### config.mk
export PLATFORM = sky130hd
export DESIGN_NAME = weight_loader
export DESIGN_NICKNAME = d
export VERILOG_FILES = /design/src/rtl/weight_loader_pkg.sv /design/src/rtl/weight_loader_column_packer.sv /design/src/rtl/weight_loader.sv
export SDC_FILE = /design/constraint.sdc
export NUM_CORES = 1
export LEC_CHECK = 0
export CAP_MARGIN = 25
export CORE_AREA = 4 4 346 348
export DETAILED_ROUTE_END_ITERATION = 12
export DIE_AREA = 0 0 350 352
export GPL_ROUTABILITY_DRIVEN = 1
export GPL_TIMING_DRIVEN = 0
export SYNTH_ARGS = -nofsm -noshare
export SYNTH_HDL_FRONTEND = slang
export SYNTH_SLANG_ARGS = --single-unit
### constraint.sdc
create_clock -name clock -period 52.5 [get_ports clock]
set_clock_uncertainty 0.15 [all_clocks]
set_input_delay 10.5 -clock clock [delete_from_list [all_inputs] [get_ports clock]]
set_output_delay 10.5 -clock clock [all_outputs]
set_load 0.05 [all_outputs]
### src/rtl/weight_loader_pkg.sv
// Shared widths, defaults and FSM encodings for the gate weight loader.
// Word format is two's complement Q(QN).(QM) plus sign bit.
package weight_loader_pkg;

  localparam int DEF_INPUT_SZ  = 2;
  localparam int DEF_HIDDEN_SZ = 16;
  localparam int DEF_QN        = 6;
  localparam int DEF_QM        = 11;

  typedef logic [2:0] loaderState_t;

  localparam logic [2:0] IDLE   = 3'd0;
  localparam logic [2:0] FILL_X = 3'd1;
  localparam logic [2:0] WR_X   = 3'd2;
  localparam logic [2:0] FILL_Y = 3'd3;
  localparam logic [2:0] WR_Y   = 3'd4;
  localparam logic [2:0] FILL_B = 3'd5;
  localparam logic [2:0] START  = 3'd6;

  function automatic int wordWidth(input int qn, input int qm);
    return qn + qm + 1;
  endfunction

endpackage

### src/rtl/weight_loader_column_packer.sv
// Packs accepted words into a HIDDEN_SZ-row column; row slot written on the accept edge.
// colFull is combinational on the accept of the last row; caller stalls by withholding wordAccept.
module weight_loader_column_packer
  import weight_loader_pkg::*;
#(
  parameter int HIDDEN_SZ = DEF_HIDDEN_SZ,
  parameter int BITWIDTH  = wordWidth(DEF_QN, DEF_QM),
  localparam int LAYER_BITWIDTH = BITWIDTH * HIDDEN_SZ,
  localparam int ROW_W = $clog2(HIDDEN_SZ)
)(
  input  logic                      clock,
  input  logic                      reset,
  input  logic [BITWIDTH-1:0]       wordIn,
  input  logic                      wordAccept,
  output logic [ROW_W-1:0]          rowIdx,
  output logic [LAYER_BITWIDTH-1:0] colData,
  output logic                      colFull
);

  assign colFull = wordAccept && (rowIdx == ROW_W'(HIDDEN_SZ - 1));

  // Row counter wraps on the last row so every column and phase starts at row 0.
  always_ff @(posedge clock or posedge reset) begin
    if (reset) begin
      rowIdx  <= '0;
      colData <= '0;
    end else if (wordAccept) begin
      rowIdx <= colFull ? '0 : rowIdx + 1'b1;
      colData[rowIdx*BITWIDTH +: BITWIDTH] <= wordIn;
    end
  end

endmodule

### src/rtl/weight_loader.sv
// Streams weight/bias words into X/Y weightRAM columns and the bias vector, then starts the gate.
// RAM write one cycle after the last row of a column; wordReady drops during writes and outside a load.
module weight_loader
  import weight_loader_pkg::*;
#(
  parameter int INPUT_SZ  = DEF_INPUT_SZ,
  parameter int HIDDEN_SZ = DEF_HIDDEN_SZ,
  parameter int QN        = DEF_QN,
  parameter int QM        = DEF_QM,
  localparam int BITWIDTH       = wordWidth(QN, QM),
  localparam int LAYER_BITWIDTH = BITWIDTH * HIDDEN_SZ,
  localparam int XA_W           = $clog2(INPUT_SZ),
  localparam int YA_W           = $clog2(HIDDEN_SZ)
)(
  input  logic                      clock,
  input  logic                      reset,
  input  logic                      loadStart,
  input  logic [BITWIDTH-1:0]       wordIn,
  input  logic                      wordValid,
  output logic                      wordReady,
  output logic [XA_W-1:0]           colAddressWrite_X,
  output logic [YA_W-1:0]           colAddressWrite_Y,
  output logic                      writeEn_X,
  output logic                      writeEn_Y,
  output logic [LAYER_BITWIDTH-1:0] weightMemInput_X,
  output logic [LAYER_BITWIDTH-1:0] weightMemInput_Y,
  output logic [LAYER_BITWIDTH-1:0] biasVec,
  output logic                      gateReset,
  output logic                      beginCalc,
  output logic                      busy
);

  loaderState_t             state;
  loaderState_t             nextState;
  logic [YA_W-1:0]          col;
  logic [YA_W-1:0]          rowIdx;
  logic [LAYER_BITWIDTH-1:0] colData;
  logic                     colFull;
  logic                     wordAccept;
  logic                     lastColX;
  logic                     lastColY;

  assign wordReady  = (state == FILL_X) || (state == FILL_Y) || (state == FILL_B);
  assign wordAccept = wordValid && wordReady;
  assign lastColX   = (col == YA_W'(INPUT_SZ - 1));
  assign lastColY   = (col == YA_W'(HIDDEN_SZ - 1));

  weight_loader_column_packer #(
    .HIDDEN_SZ (HIDDEN_SZ),
    .BITWIDTH  (BITWIDTH)
  ) packer (
    .clock      (clock),
    .reset      (reset),
    .wordIn     (wordIn),
    .wordAccept (wordAccept),
    .rowIdx     (rowIdx),
    .colData    (colData),
    .colFull    (colFull)
  );

  always_comb begin
    nextState = state;
    case (state)
      IDLE:    if (loadStart) nextState = FILL_X;
      FILL_X:  if (colFull)   nextState = WR_X;
      WR_X:    nextState = lastColX ? FILL_Y : FILL_X;
      FILL_Y:  if (colFull)   nextState = WR_Y;
      WR_Y:    nextState = lastColY ? FILL_B : FILL_Y;
      FILL_B:  if (colFull)   nextState = START;
      START:   nextState = IDLE;
      default: nextState = IDLE;
    endcase
  end

  // Column counter advances only after the column's write strobe, wrapping at each phase change.
  always_ff @(posedge clock or posedge reset) begin
    if (reset) begin
      state <= IDLE;
      col   <= '0;
    end else begin
      state <= nextState;
      case (state)
        WR_X:    col <= lastColX ? '0 : col + 1'b1;
        WR_Y:    col <= lastColY ? '0 : col + 1'b1;
        default: col <= col;
      endcase
    end
  end

  // Bias is kept outside the packer so it survives the next load's column traffic slot by slot.
  always_ff @(posedge clock or posedge reset) begin
    if (reset) begin
      biasVec <= '0;
    end else if (state == FILL_B && wordAccept) begin
      biasVec[rowIdx*BITWIDTH +: BITWIDTH] <= wordIn;
    end
  end

  assign colAddressWrite_Y = col;
  assign colAddressWrite_X = col[XA_W-1:0];
  assign writeEn_X         = (state == WR_X);
  assign writeEn_Y         = (state == WR_Y);
  assign weightMemInput_X  = colData;
  assign weightMemInput_Y  = colData;
  assign gateReset         = (state != IDLE) && (state != START);
  assign beginCalc         = (state == START);
  assign busy              = (state != IDLE);

endmodule

==> results.py, run 1 <==
metrics = {
    "worst_hold_path": {
        "hold_class": "reg -> reg",
    },
    "timing": {
        "tightestPinTransition_ps": 1135,
        "slew_viol_final": 0,
        "rsz0062_at_grt": "false",
        "max_slew_margin": 0.2433,
        "period_needed_ps": 14140,
        "hold_viol_final": 0,
        "fmax_mhz": 70.70,
        "setup_violations": 0,
        "finalSetupTns_ps": 0,
        "finalCritPeriodShare": 0.2694,
    },
    "floorplanning": {
        "ios": 897,
        "row_count": 125,
        "fp.dieH_um": 352,
        "die_area_um2": 123200,
        "core_area_um2": 116200,
        "start_util": 0.2510,
        "die_w_um": 350,
    },
    "synth": {
        "ys_types": 69,
        "postSynthRegisterBits": 587,
        "postSynthAreaPerCell_um2": 11.57,
        "yosysWarnings": 0,
        "ys_async_sr_fraction": 1.000,
        "syn-num-nets": 2551,
        "ys.flop_type": "dfrtp_1",
        "synth_cells": 2521,
        "synth_edf_count": 0,
        "yosysSeqAreaShare": 0.5035,
        "syn_area_um2": 29170,
    },
    "grt": {
        "overflow": 0,
        "grt_pass1_vias": 25340,
        "grt.total_usage": 0.2333,
        "grt_pass1_wl_um": 204600,
        "antenna_found_initial": 8,
        "grt_start_max_net_pins": 120,
    },
    "clock_network": {
        "cts_setup_buffers": 0,
        "h-tree-depth": 3,
        "cts-hold-fix-buffers": 0,
        "cts_num_sinks": 587,
        "cts_buffers": 71,
        "postCtsResizedCells": 0,
        "insertion_delay_ps": 640,
        "cts-root-buf": "clkbuf_16",
        "clkTransAtPathRegs_ps": 60,
        "cts_tree": "yes",
        "ctsLongestPathBuffers": 3,
    },
    "finish": {
        "nFillCells": 11630,
        "layout_common_cells": "clkdlybuf4s50_1 (896), dfrtp_1 (587), mux2_2 (585)",
        "fin_nets": 3562,
        "drive_gt1_frac": 0.3053,
        "final_common_cell": "clkdlybuf4s50_1",
        "design_area_um2": 43080,
        "area_delta_synth_final_pct": 47.67,
    },
    "power": {
        "seq_power_share": 0.188,
        "power_mw": 3.287,
        "p_per_area_nw_per_um2": 76.30,
        "switchingPower_mw": 1.825,
        "p_int_mw": 1.461,
        "combPwrFrac": 0.654,
        "leakagePower_nw": 19.13,
        "p_sw_frac": 0.5553,
        "irDropWorstVdd_v": 0.00004755,
        "pwr-share-clk": 0.159,
    },
    "routing": {
        "ant_nets": 0,
        "drt-initial-drc-count": 1947,
        "dr_total_vias": 24860,
        "wl_per_cell_um": 28.94,
        "firstDrtPassIters": 6,
        "viasPerCell": 4.863,
        "totalWireLength_um": 148000,
        "drc": 0,
    },
    "critical_path": {
        "start_kind": "input pin",
        "criticalPathCategory": "in -> reg",
        "cp-end-kind": "flip-flop",
        "critical_path_arrival_ps": 14510,
        "worstPathRequired_ps": 52870,
        "crit_path_max_fanout": 10,
    },
    "placed_design": {
        "post_dp_cell_area_um2": 40620,
        "dp_hpwl_um": 118100,
        "port_buffers": 896,
        "globalplace.congestion": 0.9516,
    },
    "run_status": {
        "run_status": "complete, no violations",
    },
    "run": {
        "maxCapViolations": 0,
    },
}
## sequential cells by signal, summed over array words and instances, names as in the netlist
signal             cells
colAddressWrite_Y      4
packer.colData       288
packer.rowIdx          4
biasVec              288
state                  3
## critical path: stages
cell	delay [ps]
clkdlybuf4s50_1	510
and4b_1	200
clkbuf_1	690
and2_1	340
o21a_1	170
buf_2	530
nand2_1	620
nor2_1	540
mux2_2	390
## routing by layer
| metal | up-vias | routed length, um | GRT usage |
|---|---|---|---|
| li1 | 10720 | - | - |
| met1 | 12850 | 60430 | 0.2943 |
| met2 | 1102 | 71760 | 0.3955 |
| met3 | 192 | 11460 | 0.05907 |
| met4 | 0 | 4310 | 0.06357 |
| met5 | - | 0 | 0 |
## kinds of logic after synthesis
family	count (synthesis)	share of synthesized area
AO/OA/AOI/OAI	283	0.06408
XOR/XNOR	9	0.002960
adder cells (fa/ha/maj)	8	0.003431
buffers and inverters	411	0.09131
flip-flops	587	0.5035
multiplexers	614	0.2409
AND/OR/NAND/NOR	609	0.09376
## path summary, 6_finish.rpt
kind | cells after the start | startpoint | endpoint | slack, ps
max | 9 | wordValid | biasVec[55] | 38360
min in group asynchronous | 2 | reset | packer.colData[146] | 10210
max reg2reg | 15 | packer.rowIdx[0] | biasVec[21] | 45720
max in group asynchronous | 5 | reset | biasVec[237] | 40210
min | 1 | biasVec[274] | biasVec[274] | 350
min reg2reg | 1 | biasVec[274] | biasVec[274] | 350
## synth_stat cells (11+ instances only)
cell type	count	share of area
nor2_1	194	0.025
o21ai_1	14	0.0024
o21ai_0	49	0.0084
mux4_2	12	0.0093
buf_2	17	0.0029
nand2_1	217	0.028
a21oi_1	53	0.0091
a31oi_1	12	0.0026
and2_1	17	0.0036
nor3_1	28	0.0048
mux2_2	585	0.23
dfrtp_1	587	0.50
buf_4	289	0.074
nand3_1	69	0.012
clkbuf_1	88	0.011
o22ai_1	57	0.012
nor4_1	24	0.0051
nor2b_1	11	0.0024
o31ai_1	11	0.0028
mux2i_1	17	0.0058
## final cells by class
cell class / instances / area, um^2 / area share
sequential: 587 / 14690 / 0.3410
multi-input combinational: 1523 / 11870 / 0.2755
timing repair buffer: 938 / 9494 / 0.2204
buffer: 402 / 2630 / 0.06105
clock buffer: 96 / 2033 / 0.04720
tap: 1524 / 1907 / 0.04426
clock inverter: 28 / 402.9 / 0.009352
inverter: 9 / 41.29 / 0.0009585
antenna: 5 / 12.51 / 0.0002904
## power groups by stage
stage | Clock, mW | Combinational [mW] | Sequential [mW]
global route | 0.551 | 2.24 | 0.628
floorplan | 0 | 0.978 | 0.848
CTS | 0.533 | 2.15 | 0.620
detailed placement | 0 | 2.14 | 0.626
finish | 0.521 | 2.15 | 0.617
global placement | 0 | 2.09 | 0.626
## metrics by stage
stage / std cells / hold WS [ps] / setup WS [ps] / utilization
after floorplan: 2521 / 416.1 / 25420 / -
after global placement: 4941 / 334.0 / 17460 / 0.3446
after detailed placement: 4981 / 341.2 / 37670 / 0.3495
after CTS: 5105 / 354.7 / 38350 / 0.3705
after global routing: 5107 / 366.0 / 38300 / 0.3706
final: 5112 / 351.9 / 38360 / 0.3707
No activity file was read; power rests on OpenSTA's default activity.
==> inputs of run 2 (changes only) <==
==> constraint.sdc (replaced) <==
create_clock -name clock -period 12.3 [get_ports clock]
set_clock_uncertainty 0.15 [all_clocks]
set_input_delay 2.46 -clock clock [delete_from_list [all_inputs] [get_ports clock]]
set_output_delay 2.46 -clock clock [all_outputs]
set_load 0.05 [all_outputs]
==> results.py, run 2 (synthesis results as in run 1) <==
metrics = {
    "run_status": {
        "run_status": "complete, no violations",
    },
    "clock_network": {
        "cts_buffers": 72,
        "cts_tree": "yes",
        "h-tree-depth": 3,
        "cts_setup_buffers": 0,
        "cts-root-buf": "clkbuf_16",
        "cts-hold-fix-buffers": 0,
        "insertion_delay_ps": 640,
        "ctsLongestPathBuffers": 3,
        "postCtsResizedCells": 0,
        "cts_num_sinks": 587,
        "clkTransAtPathRegs_ps": 70,
    },
    "timing": {
        "finalSetupTns_ps": 0,
        "period_needed_ps": 6889,
        "finalCritPeriodShare": 0.5601,
        "tightestPinTransition_ps": 1153,
        "hold_ws_ps": 347.4,
        "rsz0062_at_grt": "false",
        "setup_violations": 0,
        "max_slew_margin": 0.2280,
        "fmax_mhz": 145.2,
        "hold_viol_final": 0,
        "slew_viol_final": 0,
    },
    "power": {
        "irDropWorstVdd_v": 0.0002011,
        "seq_power_share": 0.188,
        "leakagePower_nw": 19.27,
        "p_sw_frac": 0.5535,
        "switchingPower_mw": 7.777,
        "pwr-share-clk": 0.160,
        "power_mw": 14.05,
        "p_int_mw": 6.273,
        "combPwrFrac": 0.652,
        "p_per_area_nw_per_um2": 324.1,
    },
    "floorplanning": {
        "fp.dieH_um": 352,
        "die_w_um": 350,
        "ios": 897,
        "start_util": 0.2510,
        "die_area_um2": 123200,
        "core_area_um2": 116200,
        "row_count": 125,
    },
    "finish": {
        "multi_input_area_um2": 11860,
        "top_regs": "biasVec: 288 flops, packer.colData: 288 flops",
        "nFillCells": 11570,
        "fin_nets": 3576,
        "drive_gt1_frac": 0.3075,
        "area_delta_synth_final_pct": 48.61,
        "final_util": 0.3731,
        "seq_area_um2": 14690,
        "final_common_cell": "clkdlybuf4s50_1",
        "stdcell_count": 5122,
        "layout_common_cells": "clkdlybuf4s50_1 (896), dfrtp_1 (587), mux2_2 (585)",
    },
    "placed_design": {
        "dp_hpwl_um": 120000,
        "globalplace.congestion": 0.9855,
        "placed_cells": 4995,
        "port_buffers": 896,
    },
    "critical_path": {
        "criticalPathCategory": "reg -> reg",
        "start_kind": "flip-flop",
        "worstPathRequired_ps": 12720,
        "cp-end-kind": "flip-flop",
        "critical_path_arrival_ps": 7310,
        "crit_path_max_fanout": 10,
    },
    "routing": {
        "wl_per_cell_um": 28.93,
        "dr_total_vias": 24880,
        "totalWireLength_um": 148200,
        "drc": 0,
        "ant_nets": 0,
        "drt-initial-drc-count": 1770,
        "viasPerCell": 4.857,
        "firstDrtPassIters": 6,
    },
    "grt": {
        "grt_start_max_net_pins": 42,
        "grt.total_usage": 0.2330,
        "overflow": 0,
        "grt_pass1_vias": 25520,
        "grt_pass1_wl_um": 204300,
        "antenna_found_initial": 7,
    },
    "worst_hold_path": {
        "hold_class": "reg -> reg",
    },
    "run": {
        "maxCapViolations": 0,
    },
}
-- run 2: cell count changes in the layout (fill, tap and decap cells not counted), moves of 2 or more --
cell	change
mux2i_1	+2
inv_8	-2
mux2i_2	-2
buf_12	+17
inv_6	-3
diode_2	-4
buf_16	-3
clkinv_4	+2
buf_8	-2
-- run 2: power groups by stage --
stage	Clock (mW)	Sequential (mW)	Combinational, mW
2_1_floorplan	0	3.62	4.18
3_3_place_gp	0	2.68	8.89
3_5_place_dp	0	2.68	9.12
4_1_cts	2.31	2.65	9.15
5_1_grt	2.38	2.69	9.51
6_report	2.25	2.64	9.16
-- run 2: critical path, stage by stage (launching register included) --
cell      delay (ps)
dfrtp_1          450
buf_2            370
buf_2            400
clkbuf_1         710
inv_1            310
ha_1             310
buf_2            200
xor2_1           360
clkbuf_1         580
clkbuf_1         580
nand3_1          130
o21ai_0          300
nor2_1           380
a21oi_2          810
clkbuf_1         480
mux2_2           260
-- run 2: layout make-up --
cell class | count | area share
timing repair buffer | 951 | 0.2245
clock inverter | 28 | 0.009871
sequential | 587 | 0.3388
clock buffer | 97 | 0.04771
tap | 1524 | 0.04399
buffer | 402 | 0.06067
multi-input combinational | 1523 | 0.2735
antenna | 1 | 0.00005772
inverter | 9 | 0.0008659
-- run 2: per-stage QoR --
step / worst slack, ps / cell area [um^2]
3_5_place_dp: 5311 / 40850
2_1_floorplan: 1689 / 29180
4_1_cts: 5268 / 43340
3_3_place_gp: -2532 / 40050
6_report: 5411 / 43350
5_1_grt: 5190 / 43350
-- run 2: path summary, 6_finish.rpt --
check,start,endpoint,slack [ps],cells after the start
hold reg to reg,biasVec[138],biasVec[138],350,1
setup / recovery,packer.rowIdx[0],packer.colData[223],5410,15
setup reg to reg,packer.rowIdx[0],packer.colData[223],5410,15
hold / removal,biasVec[138],biasVec[138],350,1
max in group asynchronous,reset,packer.colData[208],8540,6
min in group asynchronous,reset,packer.colData[280],2060,2
-- run 2: per-layer routing --
layer	wire length, um	GRT usage	up-vias	share of wire
met4	4295	0.06415	2	0.029
met2	71580	0.3944	1142	0.48
li1	-	-	10740	-
met5	13	0	-	0.000088
met1	60490	0.2904	12790	0.41
met3	11790	0.06498	207	0.080
